--- config.mk ---
export PLATFORM = sky130hd
export DESIGN_NAME = chan_dump
export DESIGN_NICKNAME = d
export VERILOG_FILES = /design/src/rtl/la_pkg.sv /design/src/rtl/chan_dump.sv
export SDC_FILE = /design/constraint.sdc
export NUM_CORES = 1
export LEC_CHECK = 0
export BUFFER_PORTS_ARGS = -buffer_cell sky130_fd_sc_hd__buf_4
export CAP_MARGIN = 15
export CORE_MARGIN = 4
export CORE_UTILIZATION = 37
export DETAILED_ROUTE_END_ITERATION = 8
export GPL_TIMING_DRIVEN = 1
export PLACE_DENSITY = 0.63
export SYNTH_ARGS = -nofsm -noshare
export SYNTH_HDL_FRONTEND = slang
export SYNTH_SLANG_ARGS = --single-unit
--- constraint.sdc ---
create_clock -name clk -period 4.2 [get_ports clk]
set_clock_uncertainty 0.2 [all_clocks]
set_input_delay 0.42 -clock clk [delete_from_list [all_inputs] [get_ports clk]]
set_output_delay 0.42 -clock clk [all_outputs]
set_load 0.005 [all_outputs]
--- src/rtl/la_pkg.sv ---
// Shared definitions for the logic-analyser capture path: sample RAM geometry defaults
// and the dump FSM state encoding.
package la_pkg;

    localparam int unsigned DEF_ENTRIES = 384;
    localparam int unsigned DEF_LOG2    = 9;

    typedef enum logic [2:0] {
        StIdle     = 3'd0,
        StRd       = 3'd1,
        StRdWait   = 3'd2,
        StSend     = 3'd3,
        StWaitSent = 3'd4,
        StDone     = 3'd5
    } dump_state_t;

endpackage

--- src/rtl/chan_dump.sv ---
// Streams a finished capture out of the circular sample RAM, oldest sample first,
// one byte per UART transaction.
module chan_dump
    import la_pkg::*;
#(
    parameter int unsigned ENTRIES = DEF_ENTRIES,
    parameter int unsigned LOG2    = DEF_LOG2
) (
    input  logic            clk,
    input  logic            rst_n,
    input  logic            dump_start,
    input  logic [LOG2-1:0] start_addr,
    output logic            ren,
    output logic [LOG2-1:0] raddr,
    input  logic [7:0]      rdata,
    output logic [7:0]      resp_data,
    output logic            send_resp,
    input  logic            resp_sent,
    output logic            dumping,
    output logic            dump_done
);

    // Widened so the legality check still works when ENTRIES == 2**LOG2.
    localparam logic [LOG2:0]   EntriesW = (LOG2 + 1)'(ENTRIES);
    localparam logic [LOG2-1:0] LastIdx  = LOG2'(ENTRIES - 1);
    localparam logic [LOG2-1:0] One      = LOG2'(1);

    dump_state_t     state_q, state_d;
    logic [LOG2-1:0] raddr_q, raddr_d;
    logic [LOG2-1:0] rd_cnt_q, rd_cnt_d;
    logic [7:0]      resp_data_q, resp_data_d;
    logic            dumping_q, dumping_d;

    always_ff @(posedge clk or negedge rst_n) begin
        if (!rst_n) begin
            state_q     <= StIdle;
            raddr_q     <= '0;
            rd_cnt_q    <= '0;
            resp_data_q <= '0;
            dumping_q   <= 1'b0;
        end else begin
            state_q     <= state_d;
            raddr_q     <= raddr_d;
            rd_cnt_q    <= rd_cnt_d;
            resp_data_q <= resp_data_d;
            dumping_q   <= dumping_d;
        end
    end

    always_comb begin
        state_d     = state_q;
        raddr_d     = raddr_q;
        rd_cnt_d    = rd_cnt_q;
        resp_data_d = resp_data_q;
        dumping_d   = dumping_q;

        unique case (state_q)
            StIdle: begin
                if (dump_start) begin
                    // An out-of-range start address falls back to the first entry.
                    raddr_d   = ({1'b0, start_addr} >= EntriesW) ? '0 : start_addr;
                    rd_cnt_d  = '0;
                    dumping_d = 1'b1;
                    state_d   = StRd;
                end
            end
            StRd: begin
                state_d = StRdWait;
            end
            StRdWait: begin
                resp_data_d = rdata;
                state_d     = StSend;
            end
            StSend: begin
                state_d = StWaitSent;
            end
            StWaitSent: begin
                if (resp_sent) begin
                    if (rd_cnt_q == LastIdx) begin
                        state_d = StDone;
                    end else begin
                        rd_cnt_d = rd_cnt_q + One;
                        raddr_d  = (raddr_q == LastIdx) ? '0 : raddr_q + One;
                        state_d  = StRd;
                    end
                end
            end
            StDone: begin
                dumping_d = 1'b0;
                state_d   = StIdle;
            end
            default: begin
                dumping_d = 1'b0;
                state_d   = StIdle;
            end
        endcase
    end

    assign ren       = (state_q == StRd);
    assign send_resp = (state_q == StSend);
    assign dump_done = (state_q == StDone);
    assign raddr     = raddr_q;
    assign resp_data = resp_data_q;
    assign dumping   = dumping_q;

endmodule

# After elaboration in Yosys (flattened, before gate mapping)
# Cells that the tools add are included.
# word_totals
regBits	30
in_bits	21
elab_cells	41
output_inout_bits	21
# op_classes
n_addsub	2
n_mux	16
n_eq_ne	10
order_cmp	1
n_reduce_logical	6
n_bitwise	1
# ops
operator	n
two-way mux 9 bit	8
case mux 9 bit (2 select lines)	2
adder 9 x 1 -> 9 bit (second input constant)	2
== test 9 bit (second input constant)	2
case mux 3 bit (5 select lines)	1
greater-or-equal comparator 9 bit (second input constant)	1
two-way mux 3 bit	3
== test 3 x 2 -> 1 bit (second input constant)	2
== test 3 bit (second input constant)	2
inequality test 2 bit (second input constant)	3
AND reduction 2 bit	2
AND reduction 4 bit	1
OR reduction 4 bit	1
== test 3 x 1 -> 1 bit (second input constant)	1
logical NOT 3 bit	1
case mux 1 bit (2 select lines)	1
nonzero test 2 bit	1
two-way mux 1 bit	1
inverter 1 bit	1

# Logic depth before layout (Yosys ltp)
# Gate-level depths: netlist of the first run.
# depth
depth_word	5
mapped_depth	7
mapped_depth_nobuf	5

# Worst setup path before layout of the first run
# Ideal clock, no wire load.
# synth_timing
path_type	register -> register
from	register rd_cnt_q[0]
to	register raddr_q[1], in the netlist raddr[1]
period_less_slack_ns	1.973
required_ns	3.918
setup_slack_ns	2.227
n_path_buf	2
stages_incl_launch_ff	8
setup_ns	0.082
arrival_ns	1.691
path_cell_list	dfrtp_1 -> ha_1 -> and4_1 -> clkbuf_1 -> a311oi_4 -> buf_6 -> nor2_1 -> a31oi_1
# synth_between
elab_chain_len	3
# synth_rtl
item	line	source
start, declared	chan_dump.sv:30	logic [LOG2-1:0] rd_cnt_q, rd_cnt_d;
start signal, assigned	chan_dump.sv:44	rd_cnt_q <= rd_cnt_d;
== test 9 bit	chan_dump.sv:79	if (rd_cnt_q == LastIdx) begin
inequality test 2 bit (no line)	n/a	
AND reduction 4 bit (no line)	n/a	
end signal, assigned	chan_dump.sv:43	raddr_q <= raddr_d;
end, declared	chan_dump.sv:29	logic [LOG2-1:0] raddr_q, raddr_d;
# No other way between the ends.
# A chain may end at the register's enable or synchronous reset.

# Worst setup path after layout of the first run
# layout_timing
from	register state_q[2]
to	register raddr_q[5], in the netlist raddr[5]
# layout_between
elab_chain_len	3
elab_cells_between_ends	8
classes_between	4 x eq/ne; 1 x mux; 3 x reduce/logical
# layout_rtl
item	line	source
start, declared	chan_dump.sv:28	dump_state_t state_q, state_d;
start signal, assigned	chan_dump.sv:36	state_q <= StIdle;
start signal, assigned	chan_dump.sv:42	state_q <= state_d;
== test 3 bit / logical NOT 3 bit (equally long branches)	chan_dump.sv:57	unique case (state_q)
inequality test 2 bit (no line) / nonzero test 2 bit (equally long branches)	n/a	
AND reduction 4 bit (no line)	n/a	
# Parallel ways exist; a longest one is shown, timed or not.

==> results of run 1 <==
==> stage by stage <==
step,power (mW),cell area (sq um),util,hold WS [ns],cells
floorplan,0.884,1630,-,-0.0756,161
global placement,1.09,1940,0.469,0.163,244
detailed placement,1.11,1940,0.469,0.167,244
CTS,1.41,2070,0.499,0.159,252
global route,1.51,2070,0.499,0.155,252
finish,1.39,2070,0.499,0.172,252
==> cell usage after synthesis (2+ instances only) <==
master,instances,area share
mux2i_1,2,0.012
nor3b_1,5,0.023
o2bb2ai_1,6,0.032
ha_1,2,0.015
a41oi_1,2,0.011
nand3_1,7,0.021
buf_6,3,0.021
a31oi_1,5,0.019
o21ai_0,6,0.018
nor2_1,11,0.025
a2bb2oi_1,3,0.016
o41ai_1,2,0.011
inv_1,5,0.011
a21oi_1,10,0.031
nand4_1,2,0.0077
mux2_2,8,0.055
o31ai_1,2,0.0092
nor3b_2,2,0.015
a211oi_1,2,0.0092
buf_2,3,0.0092
dfrtp_1,30,0.46
or2_2,2,0.0077
nor3_1,3,0.0092
and3_1,2,0.0077
nand2_1,16,0.037
==> placed cells by master (no fill, tap or decap), types with 2 or more instances in the layout <==
master and count:
nand2_1 16, a41oi_1 2, dfrtp_1 30, a31oi_1 5, buf_4 41, inv_1 5
clkbuf_8 6, o41ai_1 2, or2_2 2, a21oi_1 10, nor3b_2 2, nand3_1 7
o2bb2ai_1 6, nor3b_1 5, a2bb2oi_1 3, o21ai_0 6, mux2i_1 2, and3_1 2
nor2_1 11, o31ai_1 2, nand4_1 2, mux2_2 8, ha_1 2, a211oi_1 2
nor3_1 3
==> routing by layer <==
layer | GRT usage | up-vias | share of wire
met5 | 0 | - | 0
met3 | 0.0419 | 8 | 0.072
li1 | - | 688 | -
met4 | 0.0711 | 0 | 0.019
met2 | 0.220 | 56 | 0.45
met1 | 0.202 | 680 | 0.46
==> worst paths after layout <==
check / start / endpoint / slack (ns)
max: state_q[2]$_DFFE_PN0P_ / raddr[5]$_DFFE_PN0P_ / 1.76
min: rdata[3] / resp_data[3]$_DFFE_PN0P_ / 0.17
max in group asynchronous: rst_n / raddr[0]$_DFFE_PN0P_ / 3.13
min in group asynchronous: rst_n / dumping$_DFFE_PN0P_ / 0.40
min reg2reg: rd_cnt_q[0]$_DFFE_PN0P_ / rd_cnt_q[0]$_DFFE_PN0P_ / 0.31
max reg2reg: state_q[2]$_DFFE_PN0P_ / raddr[5]$_DFFE_PN0P_ / 1.76
==> report_power, final <==
group | total (mW) | switching [mW] | internal [mW]
clock | 0.291 | 0.101 | 0.189
sequential | 0.546 | 0.144 | 0.402
combinational | 0.557 | 0.249 | 0.308
total | 1.39 | 0.494 | 0.899
==> kinds of logic (layout without fill, tap and decap cells) <==
family,after synthesis,count (layout),share of synthesized area
and+or+nand+nor,58,58,0.191
AOI/OAI and AO/OA,48,48,0.218
DFF,30,30,0.459
buffers and inverters,13,54,0.0482
muxes,10,10,0.0674
adders and majority gates,2,2,0.0153
==> state kept, by name, summed over array words and instances, names as in the netlist <==
name,cells
resp_data,8
rd_cnt_q,9
state_q,3
raddr,9
dumping,1
==> layout make-up <==
class | instances | area [sq um]
inverters | 5 | 18.8
repair buffers | 42 | 318
clock buffers | 6 | 82.6
fillers | 412 | 2080
flip-flops and latches | 30 | 751
clock inverters | 1 | 30.0
well taps | 50 | 62.6
multi-input cells | 118 | 805
==> metrics.txt, run 1 <==
Final setup viols 0; outcome completed; clk buf depth 2; initial antenna violation count 0; fmax 410 MHz; Routed Antenna Nets 0; largest stage delay on the critical path roughly 0.76 ns; Place WS between 1.5 and 2 ns; CP Buf/Inv Count 0; initial core utilization 0.394; post-CTS sizing 0; Mapped Cells 161; clock sink count 30; crit-path max FO 21; Critical Path RT 4.16 ns; gr ovfl total 0; asr flop ratio synth 1.00; die height 74.5 um; Max-slew headroom 0.492; vias in the first global route 1,333; mean post-synth cell area slightly above 10 sq um; Least-Margin Pin Slew 0.761 ns; CP delay by family, top compound AO/OA/AOI/OAI gates; total global-route track usage 0.149; setup TNS 0 ns; cts bufs inserted 5; Nets around 230; Post-route DRC 0; dpl hpwl between 2000 and 3000 um; CP arrival about 2.4 ns; Final WS setup 1.76 ns; Post-synth EDFFs 0; DRT iter0 DRCs between 70 and 80; final WL 3780 um; largest net degree at the start of global routing 31; Distinct cells, synth 45; H-tree Lvls 2; Mapped Area 0.00163 sq mm; Layout area overhead 26.5%; pwr dens about 670 mW/mm^2; post-synthesis sequential area ratio 0.459; TritonRoute pass-1 iters 5; Port Buffer Count between 40 and 50; Critical Path Sink Type flip-flop; global-route wire length before repair ~6200 um; unrepaired setup endpoints after global routing no; Syn. warnings 0; clock slew at reported path FFs roughly 0.06 ns; cells on worst reg2reg path 4; root buffer cell clkbuf_8; Core ar. a little over 0.004 sq mm; Setup Fix Bufs, Post-CTS 0; Die Wd 74.5 um; number of core rows 23; CP Depth 4; Pins Over Slew Limit 0; Hold Vio Cnt, Final 0; CP Class reg -> reg; hold-critical path depth 2; total die area ~0.0055 sq mm; MaxCap Viol Count 0; Worst path slowest cell dfrtp_1; Clock Latency Late Sink ~0.28 ns; ANT cells 0; top_reg_cell synth dfrtp_1; CP cell instances mux2i_1, a311oi_4, o21ai_0, o2bb2ai_1; RePlAce Congestion about 0.90; CTS tree yes; Synthesized Nets about 180; layout cells sized above 1 0.312; post-layout minimum cycle time approximately 2.4 ns; P_leak between 0.9 and 1 nW; final worst-path cycle share 0.581; Via density roughly 5.7; Peak VDD IR around 260 uV; CTS Hold Bufs 1; wire per inst between 10 and 15 um; routed vias approximately 1,400; crit start category flip-flop; Min-Delay Path Class in -> reg; Ports 42; Seq cells post-synth 30
Power figures use the tool's default switching activity.
==> inputs of run 2 (changes only) <==
clock period = 2.4 ns   (was 4.2 ns; I/O delays follow)
==> metrics.txt, run 2 (same netlist as run 1, synthesis figures left out) <==
Design Power between 2 and 2.5 mW; Hold Vio Cnt, Final 0; Via density 5.58; vias in the first global route ~1,400; Peak VDD IR 511 uV; MaxCap Viol Count 0; switching share of power 0.362; final WL roughly 4000 um; Routed Antenna Nets 0; cts bufs inserted 5; Clk pwr share 0.191; die height about 74 um; pwr dens between 1000 and 1500 mW/mm^2; Core ar. around 0.0041 sq mm; root buffer cell clkbuf_8; RePlAce Congestion 0.902; highest-count cells in the layout ignoring fill and taps buf_4, dfrtp_1, nand2_1, nor2_1, a21oi_1; P_sw between 0.8 and 0.9 mW; DP Cell Count 249; Clock Latency Late Sink between 0.2 and 0.3 ns; largest net degree at the start of global routing 31; CP Class reg -> reg; Ports between 40 and 50; Max-slew headroom 0.540; ANT cells 0; wire per inst 15.0 um; DRT iter0 DRCs 109; clock sink count 30; dpl hpwl 2950 um; unrepaired setup endpoints after global routing no; Critical Path Sink Type flip-flop; Final setup viols 0; total die area about 0.0055 sq mm; crit-path max FO 5; Int Power between 1.5 and 2 mW; most common cell after layout, fill and taps aside buf_4; share of power burned in registers 0.374; H-tree Lvls 2; routed vias between 1,000 and 1,500; CP arrival 2.14 ns; Setup Fix Bufs, Post-CTS 0; Comb pwr share 0.435; post-CTS sizing 0; crit start category flip-flop; Critical Path RT ~2.4 ns; number of core rows 23; Layout area overhead 33.5%; P_leak around 0.96 nW; post-layout minimum cycle time around 2.2 ns; Post-Layout Cell Count ~270; Nets 238; Port Buffer Count about 40; Post-route DRC 0; Min-Delay Path Class in -> reg; Least-Margin Pin Slew between 0.6 and 0.7 ns; Min Hold Slack between 0.03 and 0.04 ns; clk buf depth 2; fmax 459 MHz; TritonRoute pass-1 iters 4; total global-route track usage 0.155; global-route wire length before repair approximately 6600 um; final worst-path cycle share 0.907; clock slew at reported path FFs roughly 0.060 ns; initial antenna violation count 0; setup TNS 0 ns; layout cells sized above 1 0.319; Die Wd around 74 um; initial core utilization 0.394; outcome completed; Pins Over Slew Limit 0; gr ovfl total 0; CTS tree yes
-- run 2: per-layer routing --
layer / part of all wire / vias to the layer above / global-route usage
li1: - / 716 / -
met1: 0.46 / 714 / 0.203
met2: 0.47 / 49 / 0.247
met3: 0.059 / 6 / 0.0446
met4: 0.010 / 0 / 0.0494
met5: 0 / - / 0
-- run 2: power by group through the flow --
stage                     Combinational, mW  Sequential (mW)  Clock (mW)
after global routing                   1.19            0.967       0.506
final                                  1.08            0.928       0.475
after global placement                 1.05            0.914           0
after floorplan                       0.684            0.862           0
after detailed placement               1.07            0.932           0
after CTS                              1.08            0.928       0.490
-- run 2: worst paths after layout --
| kind | from | endpoint | slack [ns] | cells after the start |
|---|---|---|---|---|
| worst min-delay path | start_addr[3] | raddr[3]$_DFFE_PN0P_ | 0.04 | 3 |
| min in group asynchronous | rst_n | raddr[5]$_DFFE_PN0P_ | 0.22 | 2 |
| max in group asynchronous | rst_n | raddr[4]$_DFFE_PN0P_ | 1.50 | 2 |
| worst max register to register | raddr[0]$_DFFE_PN0P_ | raddr[5]$_DFFE_PN0P_ | 0.22 | 5 |
| worst min register to register | resp_data[5]$_DFFE_PN0P_ | resp_data[5]$_DFFE_PN0P_ | 0.31 | 1 |
| worst max-delay path | raddr[0]$_DFFE_PN0P_ | raddr[5]$_DFFE_PN0P_ | 0.22 | 5 |
-- run 2: per-stage QoR --
step	util	setup slack, ns	instance area [sq um]
3_5_place_dp	0.478	0.297	1980
4_1_cts	0.527	0.278	2180
5_1_grt	0.527	0.0901	2180
2_1_floorplan	-	0.427	1630
6_report	0.527	0.223	2180
3_3_place_gp	0.478	0.298	1980
-- run 2: timing repair --
| action | 4_1_cts | 5_1_grt |
|---|---|---|
| endpoints found under the hold margin | 38 | 0 |
| endpoints found under the setup margin | 0 | 0 |
| hold buffers | 9 | 0 |
-- run 2: area by class of cell --
| cell class | count | area, sq um |
|---|---|---|
| multi-input cells | 118 | 805 |
| well taps | 50 | 62.6 |
| repair buffers | 55 | 435 |
| fillers | 369 | 1960 |
| clock buffers | 8 | 110 |
| inverters | 5 | 18.8 |
| flip-flops and latches | 30 | 751 |
-- run 2: critical path, stage by stage (launching register included) --
cell and delay [ns]:
dfrtp_1 0.41, ha_1 0.26, nand4_1 0.23, o41ai_1 0.63
o21ai_0 0.17, o2bb2ai_1 0.16
==> inputs of run 3 (changes only) <==
CELL_PAD_IN_SITES_DETAIL_PLACEMENT = 0   (was default)
CELL_PAD_IN_SITES_GLOBAL_PLACEMENT = 1   (was default)
PLACE_DENSITY = 0.78   (was 0.63)
==> metrics.txt, run 3 (same netlist as run 1, synthesis figures left out) <==
fmax 487 MHz; Worst path slowest cell dfrtp_1; Hold Vio Cnt, Final 0; reg2reg start rd_cnt_q[0]$_DFFE_PN0P_; pwr dens 1150 mW/mm^2; clk buf depth 2; MaxCap Viol Count 0; most common cell after layout, fill and taps aside buf_4; Die Wd between 70 and 80 um; P_leak between 0.9 and 1 nW; clock slew at reported path FFs around 0.070 ns; Layout area overhead 33.3%; number of core rows 23; Least-Margin Pin Slew 0.541 ns; total die area 0.00554 sq mm; initial antenna violation count 0; CTS tree yes; root buffer cell clkbuf_8; RePlAce Congestion about 0.83; largest stage delay on the critical path 0.41 ns; worst r2r dst raddr[5]$_DFFE_PN0P_; ANT cells 0; dpl hpwl around 2800 um; crit start category flip-flop; CP arrival ~2.0 ns; Design Power between 2 and 3 mW; Clock Latency Late Sink approximately 0.28 ns; Min-Delay Endpoint raddr[3]$_DFFE_PN0P_; Critical Path Sink Type flip-flop; layout cells sized above 1 0.316; cells on worst reg2reg path 6; post-layout minimum cycle time 2.05 ns; DRT iter0 DRCs 83; H-tree Lvls 2; Final WS setup roughly 0.35 ns; hold-critical path depth 3; Post-route DRC 0; outcome completed; register area approximately 750 sq um; Final setup viols 0; Nets 237; CP delay by family, top compound AO/OA/AOI/OAI gates; CP Buf/Inv Count 1; global-route wire length before repair roughly 6900 um; Max-slew headroom 0.639; R2R Setup Slk 0.35 ns; cts bufs inserted 5; post-CTS sizing 0; vias in the first global route around 1,500; Min Hold Slack approximately 0.036 ns; setup TNS 0 ns; final WL between 3000 and 4000 um; total global-route track usage 0.160; # fillers between 300 and 400; Peak VDD IR 615 uV; die height between 70 and 80 um; CP cell instances ha_1, and4_1, a311oi_4, buf_4, o21ai_0, o2bb2ai_1; Place WS 0.367 ns; gr ovfl total 0; multi-input logic area ~800 sq um; final worst-path cycle share 0.856; crit-path max FO 19; Setup Fix Bufs, Post-CTS 0; TritonRoute pass-1 iters 4; unrepaired setup endpoints after global routing no; CP Class reg -> reg; wire per inst roughly 15 um; highest-count cells in the layout ignoring fill and taps buf_4, dfrtp_1, nand2_1, nor2_1, a21oi_1; Pins Over Slew Limit 0; Core ar. about 0.0041 sq mm; initial core utilization 0.394; Routed Antenna Nets 0; hold_sp start_addr[3]; Critical Path RT approximately 2.4 ns; clock sink count 30; Via density around 5.6; Min-Delay Path Class in -> reg; Ports 42; largest net degree at the start of global routing 31; routed vias 1,489; Port Buffer Count about 40; fin util 0.526
## run 3: worst max-delay path by stage
stage | startpoint | endpoint | slack (ns) | depth (start not counted)
2_1_floorplan | rd_cnt_q[0]$_DFFE_PN0P_ | raddr[1]$_DFFE_PN0P_ | 0.43 | 7
3_3_place_gp | rd_cnt_q[0]$_DFFE_PN0P_ | rd_cnt_q[3]$_DFFE_PN0P_ | 0.41 | 6
3_5_place_dp | rd_cnt_q[0]$_DFFE_PN0P_ | raddr[5]$_DFFE_PN0P_ | 0.37 | 6
4_1_cts | rd_cnt_q[0]$_DFFE_PN0P_ | raddr[5]$_DFFE_PN0P_ | 0.35 | 6
5_1_grt | raddr[0]$_DFFE_PN0P_ | raddr[5]$_DFFE_PN0P_ | 0.16 | 5
6_report | rd_cnt_q[0]$_DFFE_PN0P_ | raddr[5]$_DFFE_PN0P_ | 0.35 | 6
## run 3: cell type report
type / instances / area share
Timing Repair Buffer: 54 / 0.196
Tap cell: 50 / 0.0287
Clock inverter: 3 / 0.0207
Clock buffer: 5 / 0.0316
Multi-Input combinational cell: 118 / 0.369
Sequential cell: 30 / 0.345
Inverter: 5 / 0.00862
## run 3: repair_timing
item                       4_1_cts  5_1_grt
setup endpoints to repair        0        0
hold endpoints to repair        38        0
hold buffers                     9        0
## run 3: per-layer routing
layer / wire length, um / track usage / vias to the layer above
met3: 411 / 0.0581 / 2
met4: 19 / 0.0553 / 0
met5: 0 / 0 / -
met1: 1730 / 0.208 / 706
met2: 1810 / 0.248 / 70
li1: - / - / 711
## run 3: metrics by stage
step | instance area [sq um] | cells
2_1_floorplan | 1630 | 161
3_3_place_gp | 1970 | 248
3_5_place_dp | 1970 | 248
4_1_cts | 2180 | 265
5_1_grt | 2180 | 265
6_report | 2180 | 265
## run 3: power by group
part,switching [mW],total (mW),leakage (nW),internal [mW]
logic,0.485,1.07,0.521,0.581
registers,0.217,0.919,0.379,0.703
clock network,0.208,0.516,0.0504,0.309
total,0.909,2.50,0.950,1.59
## run 3: worst reg2reg max path, cell delays in order (launching register included)
cell,delay [ns]
dfrtp_1,0.41
ha_1,0.25
and4_1,0.28
a311oi_4,0.26
buf_4,0.25
o21ai_0,0.13
o2bb2ai_1,0.16
